File: src/rtl/id_ex_forward.sv
// ID/EX pipeline register with operand forwarding from EX, MEM and WB.
// It also detects load-use hazards and counts the stall cycles they cause.
module id_ex_forward #(
  parameter int W = 32
) (
  input  logic         Clk,
  input  logic         Clrn,
  input  logic         D_Valid,
  input  logic [4:0]   D_Ra,
  input  logic [4:0]   D_Rb,
  input  logic         D_UseA,
  input  logic         D_UseB,
  input  logic [W-1:0] D_Qa,
  input  logic [W-1:0] D_Qb,
  input  logic [W-1:0] D_Imm,
  input  logic [4:0]   D_Rd,
  input  logic         D_Wreg,
  input  logic         D_M2reg,
  input  logic         D_Wmem,
  input  logic         D_Aluimm,
  input  logic [3:0]   D_Aluc,
  input  logic         Flush,
  input  logic [W-1:0] Ex_Alu,
  input  logic [4:0]   M_Rd,
  input  logic         M_Wreg,
  input  logic         M_M2reg,
  input  logic [W-1:0] M_Alu,
  input  logic [W-1:0] M_Mem,
  input  logic [4:0]   W_Rd,
  input  logic         W_Wreg,
  input  logic [W-1:0] W_D,
  output logic         Stall,
  output logic         E_Valid,
  output logic         E_Wreg,
  output logic         E_M2reg,
  output logic         E_Wmem,
  output logic         E_Aluimm,
  output logic [3:0]   E_Aluc,
  output logic [4:0]   E_Rd,
  output logic [W-1:0] E_Qa,
  output logic [W-1:0] E_Qb,
  output logic [W-1:0] E_Imm,
  output logic [15:0]  Stall_Cnt
);

  logic [W-1:0] fwd_a;
  logic [W-1:0] fwd_b;
  logic         hazard;
  logic         bubble;

  // A load still in EX has no data yet, so only non-load EX results forward.
  always_comb begin
    fwd_a = D_Qa;
    if (D_Ra == 5'd0)
      fwd_a = '0;
    else if (E_Valid && E_Wreg && !E_M2reg && (E_Rd == D_Ra))
      fwd_a = Ex_Alu;
    else if (M_Wreg && (M_Rd == D_Ra))
      fwd_a = M_M2reg ? M_Mem : M_Alu;
    else if (W_Wreg && (W_Rd == D_Ra))
      fwd_a = W_D;
  end

  always_comb begin
    fwd_b = D_Qb;
    if (D_Rb == 5'd0)
      fwd_b = '0;
    else if (E_Valid && E_Wreg && !E_M2reg && (E_Rd == D_Rb))
      fwd_b = Ex_Alu;
    else if (M_Wreg && (M_Rd == D_Rb))
      fwd_b = M_M2reg ? M_Mem : M_Alu;
    else if (W_Wreg && (W_Rd == D_Rb))
      fwd_b = W_D;
  end

  assign hazard = D_Valid && E_Valid && E_Wreg && E_M2reg && (E_Rd != 5'd0) &&
                  ((D_UseA && (D_Ra == E_Rd)) || (D_UseB && (D_Rb == E_Rd)));
  assign Stall  = hazard && !Flush;
  assign bubble = Flush || Stall || !D_Valid;

  always_ff @(posedge Clk) begin
    if (!Clrn || bubble) begin
      E_Valid  <= 1'b0;
      E_Wreg   <= 1'b0;
      E_M2reg  <= 1'b0;
      E_Wmem   <= 1'b0;
      E_Aluimm <= 1'b0;
      E_Aluc   <= '0;
      E_Rd     <= '0;
      E_Qa     <= '0;
      E_Qb     <= '0;
      E_Imm    <= '0;
    end else begin
      E_Valid  <= 1'b1;
      E_Wreg   <= D_Wreg;
      E_M2reg  <= D_M2reg;
      E_Wmem   <= D_Wmem;
      E_Aluimm <= D_Aluimm;
      E_Aluc   <= D_Aluc;
      E_Rd     <= D_Rd;
      E_Qa     <= fwd_a;
      E_Qb     <= fwd_b;
      E_Imm    <= D_Imm;
    end
  end

  always_ff @(posedge Clk) begin
    if (!Clrn)
      Stall_Cnt <= '0;
    else if (Stall && (Stall_Cnt != 16'hFFFF))
      Stall_Cnt <= Stall_Cnt + 16'd1;
  end

endmodule

File: config.mk
export PLATFORM = sky130hd
export DESIGN_NAME = id_ex_forward
export DESIGN_NICKNAME = d
export VERILOG_FILES = /design/src/rtl/id_ex_forward.sv
export SDC_FILE = /design/constraint.sdc
export NUM_CORES = 1
export LEC_CHECK = 0
export ABC_AREA = 1
export ABC_CLOCK_PERIOD_IN_PS = 1500
export CORE_AREA = 2 2 154 156
export CTS_CLUSTER_DIAMETER = 80
export DETAILED_ROUTE_END_ITERATION = 8
export DIE_AREA = 0 0 156 158
export GPL_TIMING_DRIVEN = 0
export MAX_ROUTING_LAYER = met4
export PLACE_DENSITY_LB_ADDON = 0.05
export SLEW_MARGIN = 20
export SYNTH_ARGS = -nofsm -noshare
export SYNTH_HDL_FRONTEND = slang
export SYNTH_SLANG_ARGS = --single-unit
File: constraint.sdc
create_clock -name Clk -period 1.5 [get_ports Clk]
set_clock_uncertainty 0.1 [all_clocks]
set_input_delay 0.3 -clock Clk [delete_from_list [all_inputs] [get_ports Clk]]
set_output_delay 0.3 -clock Clk [all_outputs]
set_load 0.01 [all_outputs]
==> impl_results.md <==
- Largest net degree at the start of global routing: 17
- # DRC: 0
- Total of max-cap violations: 0
- Post-Syn Nets: 1,431
- Peak VDD IR: 0.686 mV
- CTS Buffer Depth: 2
- Worst-skew pair later-pin latency: 0.43 ns
- Area share of the largest cell type after synthesis: 34.7%
- Initial DRC Count: 387
- Arrival time at the worst endpoint: 1.61 ns
- Mapped Area: 7270 sq um
- Violated checks: setup timing
- # port buffers: 391
- Pwr/cell area: 696 nW/um^2
- First drt pass iteration count: 5
- Most instantiated cells after synthesis: 328 x nand2_1, 259 x nor2_1, 187 x inv_1, 126 x dfxtp_1, 64 x o211ai_1
- EDFF count, synth: 0
- Post-synth cell types: 33
- RD Place Congestion: 0.886
- Max Fclk: 498 MHz
- Largest area contributor in the netlist: dfxtp_1
- CTS tree: yes
- Most frequent cell after synthesis: nand2_1
- Dominant synthesized flop cell: dfxtp_1
- Antenna violations before repair: 9
- CP startpoint kind: register
- Top post-synthesis cells by area: dfxtp_1 35%, nand2_1 17%, nor2_1 13%
- Vias in the first global route: 8,412
- CTS buffer count: 17
- Routed vias/inst: 4.54
- Final hold violation count: 0
- Setup ws final: -0.507 ns
- Final wirelength: 33,000 microns
- Die Ht: 158 microns
- GRT Total Usage: 25.4%
- Hold crit path type: input pin to register
- #FFs+latches synth: 126
- Ys async rst share: 0%
- Final nets: 1,912
- Pre-CTS WS: -1.15 ns
- Syn Inst Count: 1,164
- Final core utilization: 60.6%
- Final setup violation count: 127
- Total grt overflow: 0
- Worst hold margin: 0.277 ns
- Core area: 23,100 sq um
- First-pass GRT wire length: 46,100 microns
- Synthesized area per cell: 6.25 sq um
- Initial core utilization: 31.5%
- # clock sinks: 126
- Htree depth: 4
- Fillers: 2,180
- Rel. slew slack: 65.9%
- Root Buffer Master: clkbuf_16
- Worst-margin pin slew: 0.512 ns
- Dpl cells: 1,845
- Die span in x: 156 microns
- Tcrit/Tclk final: 134%
- CP Capture Type: output pin
- Final non-filler cell total: 1,957
- Hold Path Cell Cnt: 3
- Vias: 8,883
- Pleak: 7.04 nW
- Die area: 24,600 sq um
- Min Tclk post-route: 2.01 ns
- Critical path type: register to output pin
- Share of layout cells above drive strength 1: 21.2%
- RSZ-0062 raised after global routing: yes
- Worst EP required: 1.10 ns
- Ys Warns: 0
- R2r worst-path depth: 13
- Num rows: 56
- Worst-path clk slew: 0.07 ns
- DRT antenna net count: 0
- Layout area overhead: 92.0%
- Max-slew violations: 0
- Routed WL per cell: 16.9 microns
- Hpwl dp: 23,500 microns
- Critical Path Fanout Max: 4
- Outcome: complete, but fails checks
- I/O pins: 393
- Sequential fraction of the synthesis area: 34.7%
cell type report:
cell class              count  area [sq um]  area share (%)
plain buffers              51           534            3.83
inverters                 194           741            5.31
well taps                 290           363            2.60
flip-flops and latches    126          2560            18.4
diodes                      9          22.5           0.161
multi-input cells         796          4390            31.4
repair buffers            459          4750            34.0
clock inverters            14           146            1.05
clock buffers              18           450            3.23
state kept, by name (all words and copies together), names as in the netlist, 4 cells and up:
register,cells
E_Qb,32
Stall_Cnt,16
E_Rd,5
E_Aluc,4
E_Qa,32
E_Imm,32
metrics by stage:
step                      total power, mW  instance area, sq um  setup TNS, ns
after global routing                 10.1                 14000         -56.36
after global placement               5.25                 11600        -113.94
final                                9.72                 14000         -45.66
after floorplan                      4.18                  7340          -6.07
after CTS                            9.62                 12900         -50.10
after detailed placement             5.26                 11600        -114.01
report_power, final:
group / total (mW) / switching, mW / leakage, nW / internal, mW
logic: 2.03 / 0.888 / 5.72 / 1.14
clock network: 4.25 / 1.94 / 0.290 / 2.31
registers: 3.44 / 0.0236 / 1.03 / 3.42
repair_timing:
action,CTS,global route
endpoints found under the setup margin,253,138
pin swaps,18,76
setup buffers,29,25
gates cloned,11,11
gates resized for setup,267,222
hold buffers,0,0
worst max-delay path, stage by stage (launching register included):
cell and delay [ns]:
dfxtp_4 0.36, buf_6 0.12, xnor2_4 0.18, nand4_2 0.15, nand2_4 0.11, nand2_4 0.05
nor2_1 0.07, buf_2 0.14
logic make-up (layout without fill, tap and decap cells):
logic type                 Yosys count  in the layout  synth area share [%]
AOI/OAI and AO/OA                   97             97                  9.41
xor gates and xnor gates             5              5                 0.602
adders and majority gates            1              1                 0.172
buffers and inverters              245            736                  13.8
DFF                                126            126                  34.7
muxes                               32             32                  4.41
other                                0              9                     0
and+or+nand+nor                    658            661                  36.9
final timing paths:
| check | start | end | slack [ns] |
|---|---|---|---|
| setup / recovery | E_Rd[4]$_SDFF_PP0_ | Stall | -0.51 |
| hold / removal | D_Rd[4] | E_Rd[4]$_SDFF_PP0_ | 0.28 |
| setup reg to reg | E_Rd[4]$_SDFF_PP0_ | Stall_Cnt[1]$_SDFFE_PN0P_ | -0.45 |
| hold reg to reg | Stall_Cnt[15]$_SDFFE_PN0P_ | Stall_Cnt[15]$_SDFFE_PN0P_ | 0.42 |
cells in the final DEF, fill, tap and decap left out, types with 25 or more instances in the layout:
cell / n
o211ai_1: 64
clkbuf_16: 27
dlygate4sd2_1: 121
buf_6: 30
buf_4: 25
nor2_2: 71
mux2i_1: 32
dfxtp_1: 109
inv_1: 177
nor2_1: 181
nand2_1: 309
nor2_4: 41
clkdlybuf4s50_1: 249
layer usage:
metal | vias up | track usage (%) | part of all wire (%)
li1 | 4516 | - | -
met1 | 4010 | 28.6 | 40
met2 | 313 | 43.8 | 50
met3 | 44 | 6.84 | 8.0
met4 | 0 | 8.30 | 2.5
met5 | - | - | 0
(Power assumes the default switching activity.)
